--- src/rtl/mem_access_unit.sv ---
// MEM-stage data-memory sequencer: turns MemRead/MemWrite into a req/ack
// transaction on a word-wide memory and stalls the pipeline until it ends.
module mem_access_unit #(
   parameter int ADDR_W  = 32,
   parameter int DATA_W  = 32,
   parameter int TIMEOUT = 16
) (
   input  logic              clk,
   input  logic              rst,
   input  logic              mem_read,
   input  logic              mem_write,
   input  logic              flush,
   input  logic [ADDR_W-1:0] addr,
   input  logic [DATA_W-1:0] wdata,
   output logic              stall,
   output logic [DATA_W-1:0] rdata,
   output logic              rdata_valid,
   output logic              misalign,
   output logic              timeout_err,
   output logic              m_req,
   output logic              m_we,
   output logic [ADDR_W-1:0] m_addr,
   output logic [DATA_W-1:0] m_wdata,
   input  logic              m_ack,
   input  logic [DATA_W-1:0] m_rdata
);

   localparam int CNT_W = $clog2(TIMEOUT) + 1;

   typedef enum logic [1:0] {
      IDLE = 2'd0,
      REQ  = 2'd1,
      DONE = 2'd2
   } state_t;

   state_t            state_r, state_s;
   logic [CNT_W-1:0]  cnt_r;
   logic              access_s, reject_s, start_s, last_s, finish_s;
   logic              we_r, rdata_valid_r, misalign_r, timeout_err_r;
   logic [ADDR_W-1:0] addr_r;
   logic [DATA_W-1:0] wdata_r, rdata_r;

   // Access classification, next-state decode and the combinational stall
   always_comb begin
      access_s = (mem_read | mem_write) & ~flush;
      reject_s = access_s & ((addr[1:0] != 2'b00) | (mem_read & mem_write));
      start_s  = access_s & ~reject_s;
      last_s   = (cnt_r == CNT_W'(TIMEOUT - 1));
      finish_s = 1'b0;
      state_s  = state_r;
      stall    = 1'b0;
      case (state_r)
         IDLE: begin
            // Gating with rst keeps stall low while reset is held
            if (start_s && !rst) begin
               stall   = 1'b1;
               state_s = REQ;
            end else begin
               stall   = 1'b0;
               state_s = IDLE;
            end
         end
         REQ: begin
            stall = 1'b1;
            if (m_ack || last_s) begin
               finish_s = 1'b1;
               state_s  = DONE;
            end else begin
               finish_s = 1'b0;
               state_s  = REQ;
            end
         end
         DONE:    state_s = IDLE;
         default: state_s = IDLE;
      endcase
   end

   // State register and the per-request cycle counter
   always_ff @(posedge clk or posedge rst) begin
      if (rst) begin
         state_r <= IDLE;
         cnt_r   <= '0;
      end else begin
         state_r <= state_s;
         if (state_r == REQ) begin
            cnt_r <= cnt_r + CNT_W'(1);
         end else begin
            cnt_r <= '0;
         end
      end
   end

   // Request latches, held until the instruction leaves DONE
   always_ff @(posedge clk or posedge rst) begin
      if (rst) begin
         we_r    <= 1'b0;
         addr_r  <= '0;
         wdata_r <= '0;
      end else if (state_r == IDLE && start_s) begin
         we_r    <= mem_write;
         addr_r  <= {addr[ADDR_W-1:2], 2'b00};
         wdata_r <= wdata;
      end
   end

   // Result capture and single-cycle status pulses aligned with DONE
   always_ff @(posedge clk or posedge rst) begin
      if (rst) begin
         rdata_r       <= '0;
         rdata_valid_r <= 1'b0;
         misalign_r    <= 1'b0;
         timeout_err_r <= 1'b0;
      end else begin
         if (finish_s && !we_r) begin
            // A timed-out read returns zero rather than stale data
            rdata_r <= m_ack ? m_rdata : '0;
         end
         rdata_valid_r <= finish_s & ~we_r;
         timeout_err_r <= finish_s & ~m_ack;
         misalign_r    <= (state_r == IDLE) & reject_s;
      end
   end

   assign m_req       = (state_r == REQ);
   assign m_we        = we_r;
   assign m_addr      = addr_r;
   assign m_wdata     = wdata_r;
   assign rdata       = rdata_r;
   assign rdata_valid = rdata_valid_r;
   assign misalign    = misalign_r;
   assign timeout_err = timeout_err_r;

endmodule

--- config.mk ---
export PLATFORM = sky130hd
export DESIGN_NAME = mem_access_unit
export DESIGN_NICKNAME = d
export VERILOG_FILES = /design/src/rtl/mem_access_unit.sv
export SDC_FILE = /design/constraint.sdc
export NUM_CORES = 1
export LEC_CHECK = 0
export ABC_AREA = 1
export CAP_MARGIN = 30
export CORE_UTILIZATION = 44
export DETAILED_ROUTE_END_ITERATION = 7
export GPL_ROUTABILITY_DRIVEN = 0
export PLACE_DENSITY = 0.85
export SLEW_MARGIN = 10
export SYNTH_ARGS = -nofsm -noshare
export SYNTH_HDL_FRONTEND = slang
export SYNTH_SLANG_ARGS = --single-unit
--- constraint.sdc ---
create_clock -name clk -period 11.2 [get_ports clk]
set_input_delay 1.68 -clock clk [delete_from_list [all_inputs] [get_ports clk]]
set_output_delay 1.68 -clock clk [all_outputs]
set_load 0.005 [all_outputs]
Word level (Yosys, flattened, before mapping):

Cells that the tools add are included.

* flip-flop bits (word level): 105
* word-level logic and storage cells: 42

* add/sub/neg operators: 1
* equal/unequal tests: 2
* mux-type cells: 9
* bitwise operators: 13
* reduce and logical (&&, ||, !) cells: 8

Operator list (count)
* $mux 32: 1
* $and 1x1->1: 7
* $add 5x1->5 const B: 1
* $eq 5x4->1 const B: 1
* $mux 5: 1
* $mux 1: 4
* $not 1->1: 4
* $pmux 2 s2: 1
* $logic_and 1x1->1: 3
* $eq 2x1->1 const B: 1
* $logic_not 1->1: 2
* $logic_not 2->1: 1
* $mux 2: 1
* $or 1x1->1: 2
* $pmux 1 s2: 1
* $reduce_bool 2->1: 1
* $logic_or 1x1->1: 1

Logic depth before layout (Yosys ltp):

Gate-level depths: netlist of run 1.

* depth in word-level cells: 8
* depth in mapped cells: 11

Worst setup path after synthesis of run 1:

No wires, ideal clock.

* path type: input -> output
* from: input port rst
* to: output port stall
* arrival: 4282 ps
* data required time: 9520 ps
* slack: 5238 ps
* stages on the path: 3
* path through: inv_1 -> nand3_1 -> nand2_1

* longest elaborated chain between the ends: 4

Ends and longest elaborated chain
* start: declaration: line 9 `input logic rst,`
* $logic_not 1->1 (no line)
* $logic_and 1x1->1: line 55 `if (start_s && !rst) begin`
* $mux 1: line 55
* $pmux 1 s2: line 52 `case (state_r)`
* end: declaration: line 15 `output logic stall,`

Every way passes these cells.

Final worst setup path of run 1:

* from: input port mem_write
* to: output port stall

* longest elaborated chain between the ends: 8
* elaborated cells on any way between the ends: 10
* classes of those cells: mux: 2; bitwise: 7; reduce/logical: 1

Ends and longest elaborated chain
* start: declaration: line 11 `input logic mem_write,`
* $or 1x1->1 / $and 1x1->1 (equally long branches): line 45, 46
* $and 1x1->1 / $or 1x1->1 (equally long branches): line 45, 46
* $and 1x1->1: line 46 `reject_s = access_s & ((addr[1:0] != 2'b00) | (mem_read & mem_write));`
* $not 1->1: line 47 `start_s = access_s & ~reject_s;`
* $and 1x1->1 *: line 47
* $logic_and 1x1->1 *: line 55
* $mux 1 *: line 55
* $pmux 1 s2 *: line 52

Every way passes the cells marked *; elsewhere a longest branch is shown, timed or not.

==> results of run 1 <==
[worst register-to-register path, stage by stage, from the launching register on]
cell and delay [ns]:
dfrtp_1 0.40, nor2_1 0.11, nand2_1 0.12, nor2_4 0.10
buf_4 0.50, nand2_2 0.60, buf_16 0.35, nand2_1 0.09
nand2_1 0.06
[cells by family (layout without fill, tap and decap cells)]
family / after synthesis / after routing
buffers and inverters: 43 / 233
adder cells (fa/ha/maj): 2 / 2
AO/OA/AOI/OAI: 34 / 34
AND/OR/NAND/NOR: 280 / 280
flip-flops: 105 / 105
other: 1 / 2
[cell type report]
class / count / area [sq um]
repair buffers: 207 / 2080
inverters: 10 / 40.0
well taps: 129 / 161
clock buffers: 11 / 141
multi-input cells: 318 / 1440
fillers: 738 / 2830
clock inverters: 5 / 55.1
flip-flops and latches: 105 / 2630
[per-stage QoR]
step | area [sq um] | utilization (%) | worst slack, ns | power (mW)
6_report | 6550 | 69.8 | 5.78 | 1.04
3_3_place_gp | 6320 | 67.4 | 5.84 | 0.803
2_1_floorplan | 4320 | - | 5.24 | 0.599
5_1_grt | 6550 | 69.8 | 5.62 | 1.10
4_1_cts | 6550 | 69.8 | 5.79 | 1.05
3_5_place_dp | 6350 | 67.7 | 5.79 | 0.816
[synthesized netlist by cell type]
cell type  instances
conb_1             1
inv_1             10
clkbuf_1           4
clkbuf_2           1
a21oi_1            1
o21ai_0            1
nand2_2            2
nor3_1             2
nor2_4             2
o21ai_1           12
buf_4              9
buf_2             12
nand2_1          199
buf_6              7
dfrtp_1          105
nand3_1           65
ha_1               2
nor2_1            10
o21ai_2           20
[worst max-delay path by stage]
stage	cells past startpoint	endpoint	from
finish	7	stall	mem_write
global placement	7	stall	mem_write
CTS	7	stall	mem_write
global route	7	stall	mem_write
detailed placement	7	stall	mem_write
floorplan	3	stall	rst
[metal layers]
metal	wire, microns	global-route usage (%)	share of wire [%]	vias to the layer above
met5	0	0	0	-
met4	214	8.58	1.9	0
met3	978	6.03	8.6	21
met2	5460	37.5	48	167
met1	4750	28.8	42	1760
li1	-	-	-	1834
[report_power, final]
| group | internal [mW] | leakage [nW] | switching [mW] | total, mW |
|---|---|---|---|---|
| registers | 0.454 | 1.35 | 0.0431 | 0.497 |
| clock network | 0.109 | 0.0953 | 0.122 | 0.231 |
| logic | 0.193 | 1.63 | 0.116 | 0.309 |
| total | 0.756 | 3.08 | 0.281 | 1.04 |
[sequential cells by signal, summed over array words and instances (netlist names)]
signal / cells
m_we: 1
misalign: 1
rdata: 32
m_addr: 30
state_r: 2
timeout_err: 1
m_wdata: 32
rdata_valid: 1
cnt_r: 5
==> out/metrics.cfg, run 1 <==
[drt]
wl_microns=11400
firstDrtPassIters=5
vias_per_cell=4.82
wl_per_cell_microns=14.5
drt-initial-drc-count=93
drc=0
vias=3782
detail-route-antenna-nets=0

[power_and_ir_drop]
powerDensity_nw_per_um2=158
leakagePower_nw=3.08
ir_worst_vdd_mv=0.0784

[cells_and_area]
final_cells=785
final_common_cell=clkdlybuf4s50_1
finish.net_count=755
area.growth.synth_to_final_pct=51.5
num_antenna_cells=0
layout_common_cells=201 x clkdlybuf4s50_1, 198 x nand2_1, 105 x dfrtp_1, 65 x nand3_1, 20 x o21ai_2
drive_above_1_share_pct=7.47

[timing]
worst_pin_slew_ns=0.708
finalMaxSlewViolations=0
clock_skew_ns=0.0152
fin_crit_sh_pct=48.4
rsz0062_at_grt=false
finalHoldViolations=0
holdWs_ns=0.471
slew_headroom_pct=52.8
fmax_mhz=185
tns_ns=0
post-route-min-period_ns=5.42
setup_viol=0

[synth]
synth_adder_area_share_pct=0.579
avgSynthCellArea_sq_um=9.29
ys_types=19
ys_ff_latch=105
synth-seq-area-share_pct=60.8
yosys_warnings=0
syn_area_sq_um=4320
synthXorXnorAreaFrac_pct=0
ys_top_cells_by_area=dfrtp_1 61%, nand2_1 17%, nand3_1 7.5%, o21ai_2 4.1%, buf_6 1.8%
synth_mux_area_share_pct=0
yosysTopAreaCell=dfrtp_1
synth_top_cell_area_share_pct=60.8
synth_simple_gate_area_share_pct=26.7
synth_top_family_by_area=simple AND/OR/NAND/NOR gates
synth_compound_area_share_pct=5.68
syn_inst=465

[floorplan]
die_w_microns=101
die_h_microns=101
io_pins=204
num_rows=35
initial_core_util_pct=46.1
core_area_sq_um=9370
die_area_sq_um=10200

[clock_network]
clock_sinks=105
cts.reportedPaths.clkPinSlew_ns=0.08
clock_tree.root_cell=clkbuf_8
cts_buffers=9
cts-htree-levels=3
cts_resized=0
clk_latency_ns=0.35
cts_tree=yes
cts_max_path_buffers=2
post-cts-setup-buffer-count=0
cts_hold_buf=0

[setup_path]
cp_top_family=buffers and inverters
rrSetupSlack_ns=8.77
arrival_ns=3.74
cp_max_fo=65
cp-end-kind=output port
r2r_cells=8
cpMaxStageDelayCell=clkdlybuf4s50_1
startpoint_type=input pin
critPathMaxStageDelay_ns=0.52
crit_required_ns=9.52
critical_path_class=in2out
r2r_start=state_r[0]
worstPathCellList=clkdlybuf4s50_1 -> nor2_1 -> nor2_4 -> buf_4 -> nand3_1 -> nand2_1 -> clkdlybuf4s50_1
timing.critical_path.mode_cell=clkdlybuf4s50_1
cp_num_buf_inv=3
regToRegEndpoint=m_addr[31]

[run]
max-cap-violations=0

[grt]
gr-total-overflow=0
grt_max_degree=67
grt_pass1_wl_microns=17900
antenna_found_initial=0
grt_pass1_vias=3675
groute.usage.overall_pct=22.8

[run_status]
status=completed

[placement]
place_inst=769
port_buffers=201
dp_hpwl_microns=8140

[hold_path]
min_delay_path_depth=1
hold_path.class=reg2reg
worstHoldStart=cnt_r[0]
hold_end=cnt_r[0]

No activity file was read; power rests on OpenSTA's default activity.
==> run 2, diff against run 1 <==
--- a/config.mk
+++ b/config.mk
@@ -7,10 +7,10 @@
 export LEC_CHECK = 0
 export ABC_AREA = 1
 export CAP_MARGIN = 30
-export CORE_UTILIZATION = 44
+export CORE_UTILIZATION = 37
 export DETAILED_ROUTE_END_ITERATION = 7
 export GPL_ROUTABILITY_DRIVEN = 0
-export PLACE_DENSITY = 0.85
+export PLACE_DENSITY = 0.76
 export SLEW_MARGIN = 10
 export SYNTH_ARGS = -nofsm -noshare
 export SYNTH_HDL_FRONTEND = slang
==> constraint.sdc (replaced) <==
create_clock -name clk -period 4.79 [get_ports clk]
set_input_delay 0.7185 -clock clk [delete_from_list [all_inputs] [get_ports clk]]
set_output_delay 0.7185 -clock clk [all_outputs]
set_load 0.005 [all_outputs]
==> out/metrics.cfg, run 2 (synthesized netlist as in run 1, its figures left out) <==
[run_status]
status=completed

[floorplan]
num_rows=39
die_area_sq_um=12100
die_w_microns=110
core_area_sq_um=11400
io_pins=204
initial_core_util_pct=37.8
die_h_microns=110

[drt]
drc=0
drt-initial-drc-count=231
vias_per_cell=4.69
vias=3745
detail-route-antenna-nets=0
wl_per_cell_microns=13.8
wl_microns=11100
firstDrtPassIters=5

[clock_network]
cts_max_path_buffers=2
cts_resized=0
post-cts-setup-buffer-count=0
cts.reportedPaths.clkPinSlew_ns=0.07
clock_tree.root_cell=clkbuf_16
clk_latency_ns=0.34
cts_buffers=9
cts_hold_buf=0
cts_tree=yes
clock_sinks=105
cts-htree-levels=3

[grt]
groute.usage.overall_pct=18.4
gr-total-overflow=0
antenna_found_initial=0
grt_max_degree=66
grt_pass1_wl_microns=17000
grt_pass1_vias=3633

[placement]
port_buffers=201
place_inst=783
dp_hpwl_microns=7880

[cells_and_area]
final_common_cell=clkdlybuf4s50_1
num_antenna_cells=0
finish.net_count=755
final_cells=799
layout_common_cells=201 x clkdlybuf4s50_1, 198 x nand2_1, 105 x dfrtp_1, 65 x nand3_1, 20 x o21ai_2
area.growth.synth_to_final_pct=55.0
drive_above_1_share_pct=7.62
post-route-util_pct=58.7

[timing]
tns_ns=0
rsz0062_at_grt=false
slew_headroom_pct=47.5
fmax_mhz=323
post-route-min-period_ns=3.10
setup_viol=0
clock_skew_ns=0.00597
finalMaxSlewViolations=0
finalHoldViolations=0
fin_crit_sh_pct=64.7
worst_pin_slew_ns=0.787

[run]
max-cap-violations=0

[setup_path]
cp_max_fo=44
cp-end-kind=output port
arrival_ns=2.38
worstPathCellList=clkdlybuf4s50_1 -> inv_4 -> nand3_1 -> nand2_1 -> clkdlybuf4s50_1
rrSetupSlack_ns=2.31
critPathMaxStageDelay_ns=0.51
cp_top_family=buffers and inverters
timing.critical_path.mode_cell=clkdlybuf4s50_1
cpMaxStageDelayCell=clkdlybuf4s50_1
crit_required_ns=4.07
startpoint_type=input pin
cp_num_buf_inv=3
critical_path_class=in2out

[hold_path]
hold_path.class=reg2reg

[power_and_ir_drop]
powerDensity_nw_per_um2=402
leakagePower_nw=3.14
ir_worst_vdd_mv=0.221
p_total_mw=2.69

==> run 2: final timing paths <==
kind                                 start          end  cells after the start
max in group asynchronous              rst     rdata[6]                      3
worst max register to register    cnt_r[0]    rdata[16]                     10
min in group asynchronous              rst  m_wdata[28]                      2
worst max-delay path                   rst        stall                      5
worst min-delay path            m_addr[23]   m_addr[23]                      2
worst min register to register  m_addr[23]   m_addr[23]                      2
==> run 2: where the power goes <==
group | leakage [nW] | switching [mW] | internal [mW] | total (mW)
combinational | 1.63 | 0.264 | 0.451 | 0.715
sequential | 1.35 | 0.101 | 1.06 | 1.16
clock | 0.166 | 0.320 | 0.490 | 0.810
==> run 2: final cells by class <==
class | count | area, sq um
clock buffers | 11 | 253
multi-input cells | 318 | 1440
clock inverters | 5 | 86.3
repair buffers | 207 | 2070
fillers | 977 | 4720
well taps | 143 | 179
flip-flops and latches | 105 | 2630
inverters | 10 | 40.0
==> run 2: metal layers <==
layer,up-vias,share of wire (%),track usage (%)
li1,1839,-,-
met1,1738,42,22.5
met2,148,47,30.4
met3,20,8.9,5.53
met4,0,2.0,7.24
met5,-,0,0
==> run 2: worst register-to-register path: cells and delay by family, from the launching register on <==
family | cells | cell delay, ns
simple gates | 6 | 1.04
flops | 1 | 0.40
compound gates | 1 | 0.08
fa+ha+maj | 2 | 0.43
buf+inv | 1 | 0.45
==> run 2: stage by stage <==
step	worst slack [ns]	area (sq um)	hold WS, ns
3_3_place_gp	1.57	6340	0.451
3_5_place_dp	1.64	6360	0.457
4_1_cts	1.63	6700	0.475
6_report	1.69	6700	0.470
2_1_floorplan	0.751	4320	0.433
5_1_grt	1.51	6700	0.489
==> run 3, diff against run 2 <==
==> constraint.sdc (replaced) <==
create_clock -name clk -period 2.8 [get_ports clk]
set_input_delay 0.42 -clock clk [delete_from_list [all_inputs] [get_ports clk]]
set_output_delay 0.42 -clock clk [all_outputs]
set_load 0.005 [all_outputs]
==> out/metrics.cfg, run 3 (synthesized netlist as in run 1, its figures left out) <==
[run_status]
status=completed

[setup_path]
critPathMaxStageDelay_ns=0.53
cpMaxStageDelayCell=clkdlybuf4s50_1
critical_path_class=in2out
timing.critical_path.mode_cell=clkdlybuf4s50_1
cp_num_buf_inv=2
worstPathCellList=clkdlybuf4s50_1 -> nor2_1 -> nor2_4 -> nand3_1 -> nand2_1 -> clkdlybuf4s50_1
cp_max_fo=3
cp_top_family=buffers and inverters
startpoint_type=input pin
cp-end-kind=output port
arrival_ns=1.86
crit_required_ns=2.38

[placement]
place_inst=787
dp_hpwl_microns=7900
port_buffers=201

[grt]
grt_pass1_wl_microns=17300
grt_pass1_vias=3668
antenna_found_initial=0
groute.usage.overall_pct=18.5
gr-total-overflow=0
grt_max_degree=66

[floorplan]
die_area_sq_um=12100
num_rows=39
io_pins=204
initial_core_util_pct=37.8
die_h_microns=110
die_w_microns=110
core_area_sq_um=11400

[power_and_ir_drop]
intPower_mw=3.32
pwr-share-comb_pct=27.1
powerDensity_nw_per_um2=669
p_seq_share_pct=44.6
power_frac_clock_pct=28.3
p_sw_mw=1.16
ir_worst_vdd_mv=0.438
leakagePower_nw=3.14
netSwitchingFraction_pct=26.0
p_total_mw=4.48

[drt]
wl_per_cell_microns=13.7
vias_per_cell=4.75
vias=3816
drt-initial-drc-count=197
detail-route-antenna-nets=0
firstDrtPassIters=4
wl_microns=11000
drc=0

[clock_network]
cts-htree-levels=3
cts_max_path_buffers=2
cts_hold_buf=0
cts_tree=yes
clk_latency_ns=0.33
cts_buffers=9
cts.reportedPaths.clkPinSlew_ns=0.07
clock_tree.root_cell=clkbuf_16
cts_resized=0
post-cts-setup-buffer-count=0
clock_sinks=105

[timing]
rsz0062_at_grt=false
fmax_mhz=438
slew_headroom_pct=46.9
fin_crit_sh_pct=81.5
clock_skew_ns=0.00714
setup_viol=0
post-route-min-period_ns=2.28
tns_ns=0
finalMaxSlewViolations=0
finalHoldViolations=0
worst_pin_slew_ns=0.797

[hold_path]
hold_path.class=reg2reg

[cells_and_area]
final_cells=803
drive_above_1_share_pct=8.03
final_common_cell=clkdlybuf4s50_1
layout_common_cells=201 x clkdlybuf4s50_1, 198 x nand2_1, 105 x dfrtp_1, 65 x nand3_1, 20 x o21ai_2
finish.net_count=759
num_antenna_cells=0
nFillCells=991
area.growth.synth_to_final_pct=55.0

[run]
max-cap-violations=0

## run 3: power by group through the flow
stage	clock network, mW	logic, mW	registers, mW
final	1.27	1.22	2.00
after global routing	1.38	1.35	2.04
after CTS	1.31	1.24	2.00
after detailed placement	0	1.24	2.02
after global placement	0	1.20	2.02
after floorplan	0	0.369	2.03
## run 3: path summary, 6_finish.rpt
| path | startpoint | to | slack (ns) | depth (start not counted) |
|---|---|---|---|---|
| worst min-delay path | cnt_r[0] | cnt_r[0] | 0.47 | 1 |
| min in group asynchronous | rst | misalign | 0.62 | 3 |
| worst min register to register | cnt_r[0] | cnt_r[0] | 0.47 | 1 |
| worst max-delay path | mem_write | stall | 0.52 | 6 |
| worst max register to register | cnt_r[0] | rdata[0] | 0.77 | 10 |
| max in group asynchronous | rst | rdata[24] | 0.98 | 4 |
## run 3: metrics by stage
step	setup WS (ns)	area, sq um	util, %	hold slack (ns)
after floorplan	0.0187	4330	-	0.433
after global placement	0.465	6390	56.0	0.445
after detailed placement	0.417	6390	56.0	0.450
after CTS	0.502	6700	58.6	0.480
after global routing	0.419	6700	58.6	0.500
final	0.519	6700	58.6	0.474
## run 3: layout make-up
cell class	instances	area, sq um	area share (%)
Inverter	10	41.3	0.617
Clock buffer	11	243	3.62
Clock inverter	5	63.8	0.953
Sequential cell	105	2630	39.2
Tap cell	143	179	2.67
Timing Repair Buffer	211	2100	31.4
Multi-Input combinational cell	318	1440	21.5
## run 3: layer usage
| metal | vias to the layer above | global-route usage (%) | share of wire, % |
|---|---|---|---|
| met5 | - | 0 | 0 |
| met4 | 0 | 6.95 | 1.4 |
| met3 | 12 | 4.23 | 7.9 |
| met2 | 152 | 31.3 | 49 |
| met1 | 1804 | 22.9 | 42 |
| li1 | 1848 | - | - |
